## config.mk

```make
export PLATFORM = sky130hd
export DESIGN_NAME = bin2bcd_seq
export DESIGN_NICKNAME = d
export VERILOG_FILES = /design/src/rtl/bcd_pkg.sv /design/src/rtl/bcd_add3.sv /design/src/rtl/bin2bcd_seq.sv
export SDC_FILE = /design/constraint.sdc
export NUM_CORES = 1
export LEC_CHECK = 0
export ABC_AREA = 1
export CAP_MARGIN = 20
export CORE_AREA = 10 10 104 115
export DETAILED_ROUTE_END_ITERATION = 8
export DIE_AREA = 0 0 114 125
export GPL_ROUTABILITY_DRIVEN = 0
export GPL_TIMING_DRIVEN = 0
export HOLD_SLACK_MARGIN = 0.15
export PLACE_DENSITY = 0.44
export SYNTH_ARGS = -nofsm -noshare
export SYNTH_HDL_FRONTEND = slang
export SYNTH_HIERARCHICAL = 1
export SYNTH_SLANG_ARGS = --single-unit
export TNS_END_PERCENT = 100
```

## constraint.sdc

```tcl
create_clock -name clk -period 3.7 [get_ports clk]
set_input_delay 0.37 -clock clk [delete_from_list [all_inputs] [get_ports clk]]
set_output_delay 0.37 -clock clk [all_outputs]
set_load 0.01 [all_outputs]
```

## src/rtl/bcd_pkg.sv

```systemverilog
// Shared definitions for the sequential binary-to-BCD converter:
// FSM state encoding and BCD sizing constants.
package bcd_pkg;

    typedef enum logic [1:0] {
        IDLE  = 2'd0,
        SHIFT = 2'd1,
        DONE  = 2'd2
    } state_t;

    localparam int BCD_MAX    = 9999;
    localparam int DIGIT_W    = 4;
    localparam int NUM_DIGITS = 4;
    // One extra scratch digit holds ten-thousands for 14-bit inputs.
    localparam int SCR_DIGITS = NUM_DIGITS + 1;
    localparam int SCR_W      = SCR_DIGITS * DIGIT_W;

endpackage

```

## src/rtl/bcd_add3.sv

```systemverilog
// Double-dabble digit correction: adds 3 to a BCD digit of 5 or more
// so the following left shift carries correctly into the next digit.
module bcd_add3
    import bcd_pkg::*;
(
    input  logic [DIGIT_W-1:0] din,
    output logic [DIGIT_W-1:0] dout
);

    assign dout = (din >= 4'd5) ? din + 4'd3 : din;

endmodule

```

## src/rtl/bin2bcd_seq.sv

```systemverilog
// Sequential double-dabble converter, one bit per SHIFT cycle.
// Optional macro BIN2BCD_SAT_EN clamps inputs above 9999 and flags ovf.
module bin2bcd_seq
    import bcd_pkg::*;
#(
    parameter int BIN_W = 14
) (
    input  logic             clk,
    input  logic             rst,
    input  logic             start,
    input  logic [BIN_W-1:0] bin_in,
    output logic             busy,
    output logic             done,
    output logic [15:0]      bcd_out,
    output logic             ovf
);

    localparam int CNT_W = $clog2(BIN_W + 1);

    state_t             state;
    logic [CNT_W-1:0]   cnt;
    logic [SCR_W-1:0]   scr;
    logic [SCR_W-1:0]   scr_cor;
    logic [BIN_W-1:0]   sr;
    logic               ovf_pend;
    logic [BIN_W-1:0]   cap_val;
    logic               cap_ovf;
    logic [SCR_W+BIN_W-1:0] cat_n;

`ifdef BIN2BCD_SAT_EN
    logic [15:0] bin_ext;
    assign bin_ext = 16'(bin_in);
    assign cap_ovf = bin_ext > 16'(BCD_MAX);
    assign cap_val = cap_ovf ? BIN_W'(BCD_MAX) : bin_in;
`else
    assign cap_ovf = 1'b0;
    assign cap_val = bin_in;
`endif

    for (genvar i = 0; i < SCR_DIGITS; i++) begin : g_add3
        bcd_add3 u_add3 (
            .din  (scr[i*DIGIT_W +: DIGIT_W]),
            .dout (scr_cor[i*DIGIT_W +: DIGIT_W])
        );
    end

    assign cat_n = {scr_cor, sr} << 1;
    assign busy  = (state != IDLE);

    // Main FSM: capture, shift BIN_W times, publish result.
    always_ff @(posedge clk or posedge rst) begin
        if (rst) begin
            state    <= IDLE;
            cnt      <= '0;
            scr      <= '0;
            sr       <= '0;
            ovf_pend <= 1'b0;
            bcd_out  <= 16'h0000;
            ovf      <= 1'b0;
            done     <= 1'b0;
        end else begin
            done <= 1'b0;
            case (state)
                IDLE: begin
                    if (start) begin
                        sr       <= cap_val;
                        scr      <= '0;
                        cnt      <= '0;
                        ovf_pend <= cap_ovf;
                        state    <= SHIFT;
                    end
                end
                SHIFT: begin
                    scr <= cat_n[SCR_W+BIN_W-1:BIN_W];
                    sr  <= cat_n[BIN_W-1:0];
                    cnt <= cnt + CNT_W'(1);
                    if (cnt == CNT_W'(BIN_W - 1))
                        state <= DONE;
                end
                DONE: begin
                    bcd_out <= scr[15:0];
                    ovf     <= ovf_pend;
                    done    <= 1'b1;
                    state   <= IDLE;
                end
                default: state <= IDLE;
            endcase
        end
    end

endmodule

```

# Word-level counts from Yosys, hierarchy flattened
# Index checks and enable logic that the tools add are counted.
word_totals:
  ff_bits: 57
  in_bits: 17
  output_inout_bits: 19
  word_cells: 42
op_classes:
  addsub: 6
  order_cmp: 5
  n_eq_ne: 5
  n_mux: 15
  reduce_logical: 5
ops:
  columns: ["operator", "count"]
  rows:
  - ["one-hot mux 20 bit (2 select lines)", 1]
  - ["one-hot mux 14 bit (2 select lines)", 1]
  - ["greater-or-equal comparator 4 x 3 -> 1 bit, second input constant", 5]
  - ["two-way mux 20 bit", 1]
  - ["two-way mux 4 bit", 5]
  - ["adder 4 x 2 -> 4 bit, second input constant", 4]
  - ["two-way mux 14 bit", 1]
  - ["one-hot mux 4 bit (2 select lines)", 1]
  - ["adder 4 x 1 -> 4 bit, second input constant", 1]
  - ["equality test 4 bit, second input constant", 1]
  - ["two-way mux 2 bit", 2]
  - ["inequality test 2 bit, second input constant", 2]
  - ["one-hot mux 2 bit (2 select lines)", 1]
  - ["AND reduction 2 bit", 2]
  - ["nonzero test 2 bit", 2]
  - ["adder 3 x 2 -> 3 bit, second input constant", 1]
  - ["two-way mux 3 bit", 1]
  - ["equality test 2 x 1 -> 1 bit, second input constant", 1]
  - ["equality test 2 bit, second input constant", 1]
  - ["logical NOT 2 bit", 1]
  - ["two-way mux 1 bit", 1]

# Longest topological paths before layout
# Gate-level depths: netlist of run 1.
logic_depth:
  ltp_word: 3
  depth_mapped: 9
  mapped_depth_nobuf: 9

# Cells and area by module
# Netlist of run 1, hierarchy kept.
by_module_without_submodules:
  columns: ["module", "n_inst", "cells_each", "area_per_inst_um2", "seq_area_each_um2"]
  rows:
  - ["bin2bcd_seq", 1, 265, 2292.2, 1326.3]
  - ["bcd_add3", 4, 23, 135.1, 0.0]

# Worst setup path after synthesis of run 1
# Ideal clock, no wire load.
synth_path:
  kind: "register -> register"
  from: "reg scr[8]"
  to: "reg scr[10]"
  setup_time_ps: 126
  t_arrival_ps: 1089
  t_required_ps: 3574
  path_slack_ps: 2485
  stages_incl_launch_ff: 9
  path_buffers: 0
  synth_period_minus_slack_ps: 1215
  cell_sequence: "dfrtp_1 > inv_1 > ha_1 > nor2_4 > nor2_4 > nand2_1 > o21ai_2 > nand2_1 > o21ai_0"
synth_via:
  elab_chain_cells: 3
  word_cells_on_any_way: 4
  classes_between: "add/sub (1); order compare (1); mux (2)"
synth_lines:
  columns: ["element", "line_no", "text"]
  rows:
  - ["from (decl)", "bin2bcd_seq.sv:22", "logic [SCR_W-1:0] scr;"]
  - ["from (signal assigned)", "bin2bcd_seq.sv:74", "scr <= cat_n[SCR_W+BIN_W-1:BIN_W];"]
  - ["adder 4 x 2 -> 4 bit or greater-or-equal comparator 4 x 3 -> 1 bit (tied branches)", "bcd_add3.sv:10", "assign dout = (din >= 4'd5) ? din + 4'd3 : din;"]
  - ["two-way mux 4 bit *", "bcd_add3.sv:10", null]
  - ["net cat_n[24]", "bin2bcd_seq.sv:28", "logic [SCR_W+BIN_W-1:0] cat_n;"]
  - ["one-hot mux 20 bit (2 select lines) *", "bin2bcd_seq.sv:63", "case (state)"]
# The timed path passes the listed nets; every way through them passes the cells marked *.
# A chain may end at the register's enable or synchronous reset.

# Worst setup path in the final report of run 1
layout_path:
  from: "reg state[0]"
  to: "out busy"
layout_via:
  elab_chain_cells: 1
layout_lines:
  columns: ["element", "line_no", "text"]
  rows:
  - ["from (decl)", "bin2bcd_seq.sv:20", "state_t state;"]
  - ["from (signal assigned)", "bin2bcd_seq.sv:53", "state <= IDLE;"]
  - ["from (signal assigned)", "bin2bcd_seq.sv:70", "state <= SHIFT;"]
  - ["from (signal assigned)", "bin2bcd_seq.sv:78", "state <= DONE;"]
  - ["nonzero test 2 bit", "bin2bcd_seq.sv:48", "assign busy = (state != IDLE);"]
  - ["to (decl)", "bin2bcd_seq.sv:12", "output logic busy,"]
# No other way between the ends.

==> results of run 1 <==
power by group:
part	total (mW)	internal (mW)	switching, mW
logic	1.47	0.625	0.842
clock network	0.328	0.132	0.196
registers	1.02	0.836	0.184
through the flow:
stage	utilization	instance area, µm²	worst slack, ns	std cells
2_1_floorplan	-	2810	2.04	352
3_3_place_gp	0.340	3300	0.812	506
3_5_place_dp	0.342	3320	2.10	507
4_1_cts	0.350	3400	1.84	515
5_1_grt	0.350	3400	1.74	515
6_report	0.350	3400	1.85	515
routing by layer:
layer / vias up / wire [µm] / global-route usage
met3: 7 / 221 / 0.0230
met5: - / 0 / 0
li1: 1148 / - / -
met2: 33 / 2820 / 0.148
met4: 0 / 70 / 0.0214
met1: 1000 / 3060 / 0.116
flip-flops by register name, indices dropped and copies added, names as in the netlist:
| register | flops |
|---|---|
| done | 1 |
| sr | 14 |
| cnt | 4 |
| scr | 16 |
| state | 2 |
| bcd_out | 16 |
layout make-up:
class | count | share of cell area
Buffer | 11 | 0.0225
Clock buffer | 6 | 0.0213
Clock inverter | 2 | 0.00294
Inverter | 60 | 0.0670
Multi-Input combinational cell | 228 | 0.346
Sequential cell | 53 | 0.390
Tap cell | 120 | 0.0442
Timing Repair Buffer | 35 | 0.106
final timing paths:
check,from,to,cells past startpoint
max,state[0],busy,3
min,rst,sr[9],2
max reg2reg,scr[0],scr[2],8
min reg2reg,sr[8],sr[8],2
max in group asynchronous,rst,scr[0],3
min in group clk,sr[8],sr[8],2
==> impl_metrics.env, run 1 <==
export IMPL_status="finished, final reports clean"
export IMPL_fin_skew_ns=0.00471
export IMPL_cts_resized_gates=0
export IMPL_die_area_um2=14300
export IMPL_slew_violations=0
export IMPL_crit_path_end_kind="output pin"
export IMPL_die_y_um=125
export IMPL_worstPathCellList="nor2_1 > inv_1 > clkdlybuf4s50_1"
export IMPL_grt_max_degree=33
export IMPL_grt_pass1_wl_mm=10.9
export IMPL_num_io_pins=36
export IMPL_cts_buffers=5
export IMPL_clock_sinks=53
export IMPL_worstPathRequired_ns=3.33
export IMPL_track_usage=0.0903
export IMPL_cts_tree="built"
export IMPL_viasPerCell=4.25
export IMPL_relSlewSlack=0.658
export IMPL_total_power_mw=2.81
export IMPL_layout_commonest_cell="nand2_1"
export IMPL_dp_hpwl_mm=4.50
export IMPL_cp_top_family="buffers and inverters"
export IMPL_avgSynthCellArea_um2=7.97
export IMPL_synthCells=352
export IMPL_avgRoutedWirePerCell_um=12.0
export IMPL_drt_iter0_drc=80
export IMPL_hold_path_class="in2async"
export IMPL_rows=38
export IMPL_critical_path_class="reg2out"
export IMPL_slowest_stage="clkdlybuf4s50_1"
export IMPL_rsz0062_at_grt="no"
export IMPL_finalCritPeriodShare=0.499
export IMPL_layout_common_cells="104 x nand2_1, 53 x dfrtp_1, 52 x inv_1"
export IMPL_fin_crit_ns=1.85
export IMPL_postCtsHoldBufs=0
export IMPL_clk_root_buffer_cell="clkbuf_8"
export IMPL_clockBufferDepth=2
export IMPL_post_cts_setup_buffers=0
export IMPL_regToRegSetupSlack_ns=2.33
export IMPL_critical_path_n_buffers_inverters=2
export IMPL_worstPathArrival_ns=1.48
export IMPL_ir_drop_uv=252
export IMPL_fill_cells=1086
export IMPL_drive_gt1_frac=0.129
export IMPL_multi_input_area_um2=1180
export IMPL_cts_max_level=2
export IMPL_clk_latency_ns=0.30
export IMPL_num_antenna_cells=0
export IMPL_power_leakage_nw=1.71
export IMPL_antenna_left=0
export IMPL_seqCellArea_um2=1330
export IMPL_finalHoldViolCount=0
export IMPL_drc=0
export IMPL_antenna_found_initial=0
export IMPL_initial_utilization=0.289
export IMPL_first_pass_iters=4
export IMPL_fin_nets=421
export IMPL_coreArea_um2=9700
export IMPL_synth_area_um2=2810
export IMPL_die_w_um=114
export IMPL_worst_pin_slew_ns=0.513
export IMPL_clk_pin_slew_worst_paths_ns=0.10
export IMPL_maxCapViolCount=0
export IMPL_power_density_nw_per_um2=828
export IMPL_startpoint_type="flip-flop"
export IMPL_fmax_mhz=542
export IMPL_crit_path_max_fanout=4
export IMPL_drt_total_wl_mm=6.18
export IMPL_hold_slack_ns=0.407
export IMPL_synthToLayoutAreaGrowth_pct=21.1
export IMPL_yosysWarnings=6
export IMPL_grt_pass1_vias=2294
export IMPL_overflow=0
export IMPL_port_buffers=34
export IMPL_finalSetupViolCount=0
export IMPL_finalSetupTns_ns=0
export IMPL_via_count=2188
export IMPL_slowest_delay_ns=0.48
export IMPL_syn_num_nets=379
No activity file was read; power rests on OpenSTA's default activity.
==> inputs of run 2 (changes only) <==
--- a/config.mk
+++ b/config.mk
@@ -13,7 +13,7 @@
 export GPL_ROUTABILITY_DRIVEN = 0
 export GPL_TIMING_DRIVEN = 0
 export HOLD_SLACK_MARGIN = 0.15
-export PLACE_DENSITY = 0.44
+export PLACE_DENSITY = 0.46
 export SYNTH_ARGS = -nofsm -noshare
 export SYNTH_HDL_FRONTEND = slang
 export SYNTH_HIERARCHICAL = 1
==> constraint.sdc (replaced) <==
create_clock -name clk -period 1.5 [get_ports clk]
set_input_delay 0.15 -clock clk [delete_from_list [all_inputs] [get_ports clk]]
set_output_delay 0.15 -clock clk [all_outputs]
set_load 0.01 [all_outputs]
==> run 2 against run 1 <==
Against the previous run: utilization increased by 0.49 points; final area up 1.4%; final cell count rose by 0.19%; total power rose to 2.6 times the previous value; hold slack got worse by 0.16 ns; setup slack worse by 1.7 ns; combinational power rose by 150%; flip-flop and latch count unchanged; count of clock-buffer cells in the layout did not move; critical path type unchanged; critical endpoint is now bcd_out[14].
==> impl_metrics.env, run 2 (same netlist as run 1, synthesis figures left out) <==
export IMPL_status="finished, final reports clean"
export IMPL_grt_pass1_wl_mm=10.6
export IMPL_die_area_um2=14300
export IMPL_reg2reg_from="scr[1]"
export IMPL_cp_depth=1
export IMPL_grt_pass1_vias=2327
export IMPL_cts_max_level=2
export IMPL_hold_slack_ns=0.251
export IMPL_num_io_pins=36
export IMPL_fmax_mhz=723
export IMPL_rsz0062_at_grt="no"
export IMPL_use_met3=0.0282
export IMPL_reg2reg_to="scr[2]"
export IMPL_synthToLayoutAreaGrowth_pct=22.8
export IMPL_startpoint_type="flip-flop"
export IMPL_layout_common_cells="104 x nand2_1, 52 x inv_1, 52 x dfrtp_1"
export IMPL_slowest_stage="clkdlybuf4s50_1"
export IMPL_track_usage=0.0888
export IMPL_regToRegSetupSlack_ns=0.15
export IMPL_seqCellArea_um2=1330
export IMPL_antenna_found_initial=0
export IMPL_drt_total_wl_mm=6.25
export IMPL_setup_worst_path_end="bcd_out[14]"
export IMPL_initial_utilization=0.289
export IMPL_clk_root_buffer_cell="clkbuf_8"
export IMPL_r2r_cells=8
export IMPL_port_buffers=34
export IMPL_pre_cts_ws_ns=0.131
export IMPL_worstPathCellList="clkdlybuf4s50_1"
export IMPL_clockBufferDepth=2
export IMPL_avgRoutedWirePerCell_um=12.1
export IMPL_slew_violations=0
export IMPL_critical_path_n_buffers_inverters=1
export IMPL_fin_nets=422
export IMPL_multi_input_area_um2=1180
export IMPL_total_power_mw=7.22
export IMPL_die_w_um=114
export IMPL_antenna_left=0
export IMPL_top_usage_layer="met2"
export IMPL_rows=38
export IMPL_viasPerCell=4.34
export IMPL_cts_tree="built"
export IMPL_startpoint="bcd_out[14]"
export IMPL_grt_max_degree=29
export IMPL_final_core_util=0.355
export IMPL_largestRegisters="bcd_out (16), scr (16), sr (14)"
export IMPL_clock_sinks=53
export IMPL_clk_pin_slew_worst_paths_ns=0.10
export IMPL_grtUsageMet1=0.105
export IMPL_use_met2=0.147
export IMPL_maxCapViolCount=0
export IMPL_cp_top_family="buffers and inverters"
export IMPL_slowest_delay_ns=0.54
export IMPL_crit_path_end_kind="output pin"
export IMPL_finalHoldViolCount=0
export IMPL_relSlewSlack=0.566
export IMPL_worstPathRequired_ns=1.35
export IMPL_die_y_um=125
export IMPL_fin_crit_ns=1.38
export IMPL_drc=0
export IMPL_ir_drop_uv=641
export IMPL_finalSetupTns_ns=0
export IMPL_hold_path_class="in2async"
export IMPL_critical_path_class="reg2out"
export IMPL_finalCritPeriodShare=0.923
export IMPL_overflow=0
export IMPL_fill_cells=1034
export IMPL_via_count=2241
export IMPL_layout_commonest_cell="nand2_1"
export IMPL_fin_skew_ns=0.0102
export IMPL_power_density_nw_per_um2=2090
export IMPL_drive_gt1_frac=0.139
export IMPL_drt_iter0_drc=74
export IMPL_coreArea_um2=9700
export IMPL_worst_pin_slew_ns=0.651
export IMPL_clk_latency_ns=0.31
export IMPL_cts_buffers=5
export IMPL_setup_ws_ns=0.116
export IMPL_num_antenna_cells=0
export IMPL_finalSetupViolCount=0
export IMPL_first_pass_iters=4
export IMPL_crit_path_max_fanout=2
export IMPL_dp_hpwl_mm=4.54
export IMPL_worstPathArrival_ns=1.23
export IMPL_power_leakage_nw=1.72
==> run 2: worst min path at each step <==
stage	startpoint	end	slack [ns]	cells after the start
3_3_place_gp	sr[3]	sr[3]	0.46	2
2_1_floorplan	bin_in[0]	sr[0]	0.30	2
5_1_grt	rst	scr[1]	0.30	2
4_1_cts	rst	bcd_out[0]	0.27	2
3_5_place_dp	sr[8]	sr[8]	0.46	2
6_report	rst	bcd_out[3]	0.25	2
==> run 2: timing repair <==
| item | 4_1_cts | 5_1_grt |
|---|---|---|
| hold buffers | 0 | 0 |
| setup buffers | 1 | 0 |
| endpoints found under the setup margin | 1 | 2 |
| cloned | 0 | 0 |
| resized for setup | 3 | 1 |
==> run 2: report_power, final <==
group	internal, mW	switching (mW)	total [mW]
registers	2.06	0.447	2.51
clock network	0.543	0.488	1.03
logic	1.56	2.12	3.67
total	4.16	3.05	7.22
==> run 2: routing by layer <==
layer	wire, µm	vias up	share of wire
met5	0	-	0
met4	88	0	0.014
met3	324	9	0.052
met2	2880	42	0.46
met1	2960	1032	0.47
li1	-	1158	-
==> run 2: area by class of cell <==
class,instances,area share
sequential,53,0.385
multi-input combinational,228,0.342
timing repair buffer,36,0.106
inverter,60,0.0661
tap,120,0.0436
clock buffer,6,0.0240
buffer,11,0.0221
clock inverter,2,0.0109
==> run 2: stage by stage <==
step                      area [µm²]  instances
after floorplan                 2810        352
after global placement          3300        506
after detailed placement        3320        507
after CTS                       3450        516
after global routing            3450        516
final                           3450        516
==> inputs of run 3 (changes only) <==
--- a/config.mk
+++ b/config.mk
@@ -13,7 +13,7 @@
 export GPL_ROUTABILITY_DRIVEN = 0
 export GPL_TIMING_DRIVEN = 0
 export HOLD_SLACK_MARGIN = 0.15
-export PLACE_DENSITY = 0.46
+export PLACE_DENSITY = 0.44
 export SYNTH_ARGS = -nofsm -noshare
 export SYNTH_HDL_FRONTEND = slang
 export SYNTH_HIERARCHICAL = 1
==> constraint.sdc (replaced) <==
create_clock -name clk -period 1.51 [get_ports clk]
set_input_delay 0.151 -clock clk [delete_from_list [all_inputs] [get_ports clk]]
set_output_delay 0.151 -clock clk [all_outputs]
set_load 0.01 [all_outputs]
==> run 3 against run 2 <==
Against the previous run: sequential share of layout area up 0.40 points; flip-flop and latch count unchanged; clock skew down 0.0055 ns; highest routed layer unchanged; critical path depth unchanged; setup slack better by 0.0082 ns; final cell count unchanged; final area down 1.0%; first-iteration DRC count up 27%; register-to-register slack about the same; global-route usage up 0.17 points.
==> impl_metrics.env, run 3 (same netlist as run 1, synthesis figures left out) <==
export IMPL_critical_path_n_buffers_inverters=1
export IMPL_initial_utilization=0.289
export IMPL_antenna_found_initial=0
export IMPL_stdcell_count=516
export IMPL_pre_cts_ws_ns=0.125
export IMPL_hold_path_class="in2async"
export IMPL_finalCritPeriodShare=0.918
export IMPL_clockBufferDepth=2
export IMPL_num_antenna_cells=0
export IMPL_dp_hpwl_mm=4.50
export IMPL_drive_gt1_frac=0.139
export IMPL_worst_pin_slew_ns=0.512
export IMPL_slowest_stage="clkdlybuf4s50_1"
export IMPL_clock_sinks=53
export IMPL_critical_path_class="reg2out"
export IMPL_drc=0
export IMPL_port_buffers=34
export IMPL_status="finished, final reports clean"
export IMPL_fill_cells=1082
export IMPL_fin_skew_ns=0.00472
export IMPL_reg2reg_to="scr[2]"
export IMPL_fin_crit_ns=1.39
export IMPL_worstPathCellList="clkdlybuf4s50_1"
export IMPL_overflow=0
export IMPL_viasPerCell=4.25
export IMPL_total_power_mw=6.92
export IMPL_worstPathArrival_ns=1.23
export IMPL_largestRegisters="bcd_out (16), scr (16), sr (14)"
export IMPL_startpoint_type="flip-flop"
export IMPL_num_io_pins=36
export IMPL_slew_violations=0
export IMPL_power_density_nw_per_um2=2030
export IMPL_finalSetupViolCount=0
export IMPL_finalHoldViolCount=0
export IMPL_grt_max_degree=33
export IMPL_slowest_delay_ns=0.55
export IMPL_grt_pass1_vias=2304
export IMPL_placed_cell_area_um2=3320
export IMPL_die_w_um=114
export IMPL_rsz0062_at_grt="no"
export IMPL_clk_pin_slew_worst_paths_ns=0.10
export IMPL_reg2reg_from="scr[0]"
export IMPL_cts_buffers=5
export IMPL_drt_total_wl_mm=6.18
export IMPL_crit_path_end_kind="output pin"
export IMPL_layout_commonest_cell="nand2_1"
export IMPL_fin_nets=422
export IMPL_clk_latency_ns=0.30
export IMPL_track_usage=0.0905
export IMPL_crit_path_max_fanout=2
export IMPL_r2r_cells=8
export IMPL_final_cell_area_um2=3410
export IMPL_coreArea_um2=9700
export IMPL_layout_common_cells="104 x nand2_1, 52 x inv_1, 52 x dfrtp_1"
export IMPL_cts_tree="built"
export IMPL_grt_pass1_wl_mm=10.9
export IMPL_antenna_left=0
export IMPL_finalSetupTns_ns=0
export IMPL_die_area_um2=14300
export IMPL_dpl_cell_count=507
export IMPL_regToRegSetupSlack_ns=0.14
export IMPL_avgRoutedWirePerCell_um=12.0
export IMPL_synthToLayoutAreaGrowth_pct=21.6
export IMPL_worstPathRequired_ns=1.36
export IMPL_cts_max_level=2
export IMPL_first_pass_iters=4
export IMPL_power_leakage_nw=1.71
export IMPL_drt_iter0_drc=94
export IMPL_maxCapViolCount=0
export IMPL_via_count=2192
export IMPL_ir_drop_uv=625
export IMPL_rows=38
export IMPL_fmax_mhz=722
export IMPL_setup_ws_ns=0.124
export IMPL_cp_top_family="buffers and inverters"
export IMPL_die_y_um=125
export IMPL_relSlewSlack=0.658
export IMPL_clk_root_buffer_cell="clkbuf_8"
run 3: final cells by class:
| type | instances | area (µm²) | area share |
|---|---|---|---|
| inverter | 60 | 228 | 0.0667 |
| clock buffer | 6 | 72.6 | 0.0213 |
| multi-input combinational | 228 | 1180 | 0.346 |
| buffer | 11 | 76.3 | 0.0224 |
| clock inverter | 2 | 10.0 | 0.00293 |
| timing repair buffer | 36 | 367 | 0.107 |
| sequential | 53 | 1330 | 0.389 |
| tap | 120 | 150 | 0.0440 |
run 3: how the worst max path moves through the flow:
stage | startpoint | to | depth (start not counted)
after floorplan | rst | bcd_out[0] | 1
after global placement | rst | scr[6] | 2
after detailed placement | start | scr[11] | 5
after CTS | state[0] | bcd_out[13] | 5
after global routing | scr[8] | scr[10] | 8
final | bcd_out[2] | bcd_out[2] | 1
run 3: layer usage:
metal	share of wire	vias up	GRT usage
met5	0	-	0
met4	0.011	0	0.0214
met3	0.036	7	0.0230
met2	0.46	33	0.149
met1	0.49	1001	0.116
li1	-	1151	-
run 3: where the power goes:
| group | switching [mW] | leakage (nW) | internal (mW) | total [mW] |
|---|---|---|---|---|
| clock network | 0.479 | 0.0450 | 0.324 | 0.803 |
| registers | 0.436 | 0.657 | 2.05 | 2.49 |
| logic | 2.08 | 1.01 | 1.55 | 3.63 |
run 3: metrics by stage:
stage	hold WS, ns	utilization
after floorplan	0.298	-
after global placement	0.459	0.340
after detailed placement	0.458	0.342
after CTS	0.200	0.352
after global routing	0.218	0.352
final	0.188	0.352
run 3: timing repair:
item | in CTS | in global routing
resized for setup | 3 | 2
hold buffers | 0 | 0
endpoints found under the setup margin | 1 | 3
endpoints found under the hold margin | 0 | 0
setup buffers | 1 | 0
==> edit 1 (config.mk and constraints of run 3) <==
The package constant `DIGIT_W` goes from 4 to 6.
--- a/src/rtl/bcd_pkg.sv
+++ b/src/rtl/bcd_pkg.sv
@@ -10,5 +10,5 @@
 
     localparam int BCD_MAX    = 9999;
-    localparam int DIGIT_W    = 4;
+    localparam int DIGIT_W    = 6;
     localparam int NUM_DIGITS = 4;
     // One extra scratch digit holds ten-thousands for 14-bit inputs.
Behaviour: no difference found for any inputs over 10 cycles, from zero or initial values and one cycle with rst high; that may be too few to reach the edited logic, so the function may still have changed.
==> edit 1 against run 3 <==
Total power decreased by 3.1%; area after synthesis increased by 3.7%; design area rose by 3.5%; sequential cell count is 2 higher; wire length is 14% higher; first-iteration DRC count up 31%; combinational power is 12% lower; utilization rose by 1.2 points; setup slack got worse by 0.011 ns; largest power group unchanged; highest routed layer unchanged.
==> edit 1: results <==
[run_status]
status = finished, final reports clean

[cells_and_area]
multi_input_gates = 275
fin_cells = 555
num-nonclk-buffers = 49
nFillCells = 1067
n_all_inverters = 48
post_route_cells_drive_above_1_share_pct = 9.89
nClkBuffers = 8
reg_top3 = scr x18, bcd_out x16, sr x14
seq_share_pct = 39.1
finalNetCount = 459
buf_share_pct = 13.1
clock_cell_area_share_pct = 2.83
multi_input_area_um2 = 1260
seq_cells = 55

[global_routing]
use_met1_pct = 13.2
use_met2_pct = 16.7
grt_pass1_wl_um = 12300
grt_use_total_pct = 10.3
grt_pass1_vias = 2501
grt_start_max_net_pins = 34
use_met3_pct = 2.97

[routing]
met1_length_um = 3320
route.met3.wl_um = 424
drtIter0Drc = 123
dr_wl_met2_um = 3270
viasPerCell = 4.45

[synthesis]
syn-instance-count = 392

[power_and_ir_drop]
p_leak_nw = 1.86
p_clk_uw = 912
vdd_drop_max_uv = 548
power_mw = 6.70
intPower_mw = 3.81
pg_comb_mw = 3.21

[clock_tree]
post_cts_buffers = 0

[place]
dp.cells = 547
hpwl_um = 5200

[worst_setup_path]
ff2ff_path_depth = 9
crit_path_max_incr_delay_ns = 0.39
slowest_stage = dfrtp_1
cp-endpoint = busy
path_max_fanout = 7
startpoint = state[0]
crit_arrival_ns = 1.25

[timing]
clock_skew_ns = 0.00391
==> edit 1: repair_timing <==
item | CTS | global route
hold endpoints to repair | 0 | 0
gates resized for setup | 3 | 4
endpoints found under the setup margin | 1 | 7
==> edit 1: worst reg2reg max path: cells and delay by family (launching register included) <==
kind	cells	cell delay, ns
AO/OA/AOI/OAI	2	0.20
buffers and inverters	2	0.16
adder cells (fa/ha/maj)	1	0.15
flip-flops	1	0.46
AND/OR/NAND/NOR	4	0.30
==> edit 1: stage by stage <==
| stage | setup slack [ns] | utilization (%) | hold slack (ns) | instance area [um2] |
|---|---|---|---|---|
| 2_1_floorplan | 0.0161 | - | 0.295 | 2910 |
| 3_3_place_gp | -1.21 | 35.0 | 0.464 | 3400 |
| 3_5_place_dp | 0.0105 | 35.3 | 0.468 | 3420 |
| 4_1_cts | 0.0511 | 36.4 | 0.218 | 3530 |
| 5_1_grt | -0.00848 | 36.4 | 0.233 | 3530 |
| 6_report | 0.113 | 36.4 | 0.187 | 3530 |
==> edit 2 (settings of run 3) <==
Made on the original files. Add an input register stage for `start`, without a reset; this delays it by one clock. The other inputs are not delayed to match.
--- a/src/rtl/bin2bcd_seq.sv
+++ b/src/rtl/bin2bcd_seq.sv
@@ -17,4 +17,10 @@
 
     localparam int CNT_W = $clog2(BIN_W + 1);
+
+    logic start_q;
+
+    always_ff @(posedge clk) begin
+        start_q <= start;
+    end
 
     state_t             state;
@@ -63,5 +69,5 @@
             case (state)
                 IDLE: begin
-                    if (start) begin
+                    if (start_q) begin
                         sr       <= cap_val;
                         scr      <= '0;
Function: changed (Yosys sat finds a counterexample within 4 cycles, from zero or initial values and one cycle with rst high).
==> edit 2 against run 3 <==
Non-clock buffer count unchanged; count of clock-buffer cells in the layout unchanged; clock skew down 0.00097 ns; sequential cell count up 1; wire length up 1.4%; setup slack worse by 0.013 ns; largest cell class unchanged; total power up 2.0%; critical endpoint is now bcd_out[0]; combinational power down 6.6%; hold slack better by 0.062 ns; die area unchanged; fmax down 0.96%; area after synthesis up 0.71%; design area up 2.3%; cell count up 0.19%.
==> edit 2: results <==
[synthesis]
synth.avg_cell_area_um2 = 8.01
syn-num-nets = 380

[cells_and_area]
seq_cells = 54
fin_cells = 517
post-route-util_pct = 36.0
finalNetCount = 423
nFillCells = 1050
post_route_cells_drive_above_1_share_pct = 13.9
regArea_um2 = 1350
multi_input_area_share_pct = 33.8
multi_input_gates = 228
buf_share_pct = 12.7

[routing]
drtIter0Drc = 62
dr_total_vias = 2232
wl_um = 6270

[global_routing]
grt_start_max_net_pins = 29
grt_pass1_vias = 2309
antenna_found_initial = 0
grt_pass1_wl_um = 10800
grt_use_total_pct = 9.05

[place]
pre_cts_ws_ns = 0.158
hpwl_um = 4490
placed_area_um2 = 3340
dp.cells = 508

[power_and_ir_drop]
vdd_drop_max_uv = 584
power_density_nw_per_um2 = 2020
p_clk_mw = 1.20
p_leak_nw = 1.73

[run_status]
status = finished, final reports clean

[timing]
clock_skew_ns = 0.00374
-- edit 2: worst paths after layout --
| path | end | from | cells past startpoint | slack, ns |
|---|---|---|---|---|
| hold / removal | bcd_out[9] | rst | 2 | 0.25 |
| hold reg to reg | sr[11] | sr[11] | 2 | 0.48 |
| setup reg to reg | scr[9] | scr[8] | 7 | 0.16 |
| min in group clk | start_q | start | 1 | 0.27 |
| max in group asynchronous | sr[13] | rst | 3 | 0.69 |
| setup / recovery | bcd_out[0] | bcd_out[0] | 1 | 0.11 |
-- edit 2: layer usage --
layer  part of all wire [%]  vias up  global-route usage, %
li1                       -     1156                      -
met1                     47     1025                   10.9
met2                     47       45                   15.4
met3                    4.6        6                   2.39
met4                    1.1        0                   2.44
met5                      0        -                      0
-- edit 2: worst register-to-register path: stages (launching register included) --
cell and delay, ns:
dfrtp_1 0.43, inv_1 0.11, ha_1 0.22, nor2_4 0.07, o21ai_0 0.19, nand2_1 0.07, nand2_1 0.07, o21ai_0 0.08
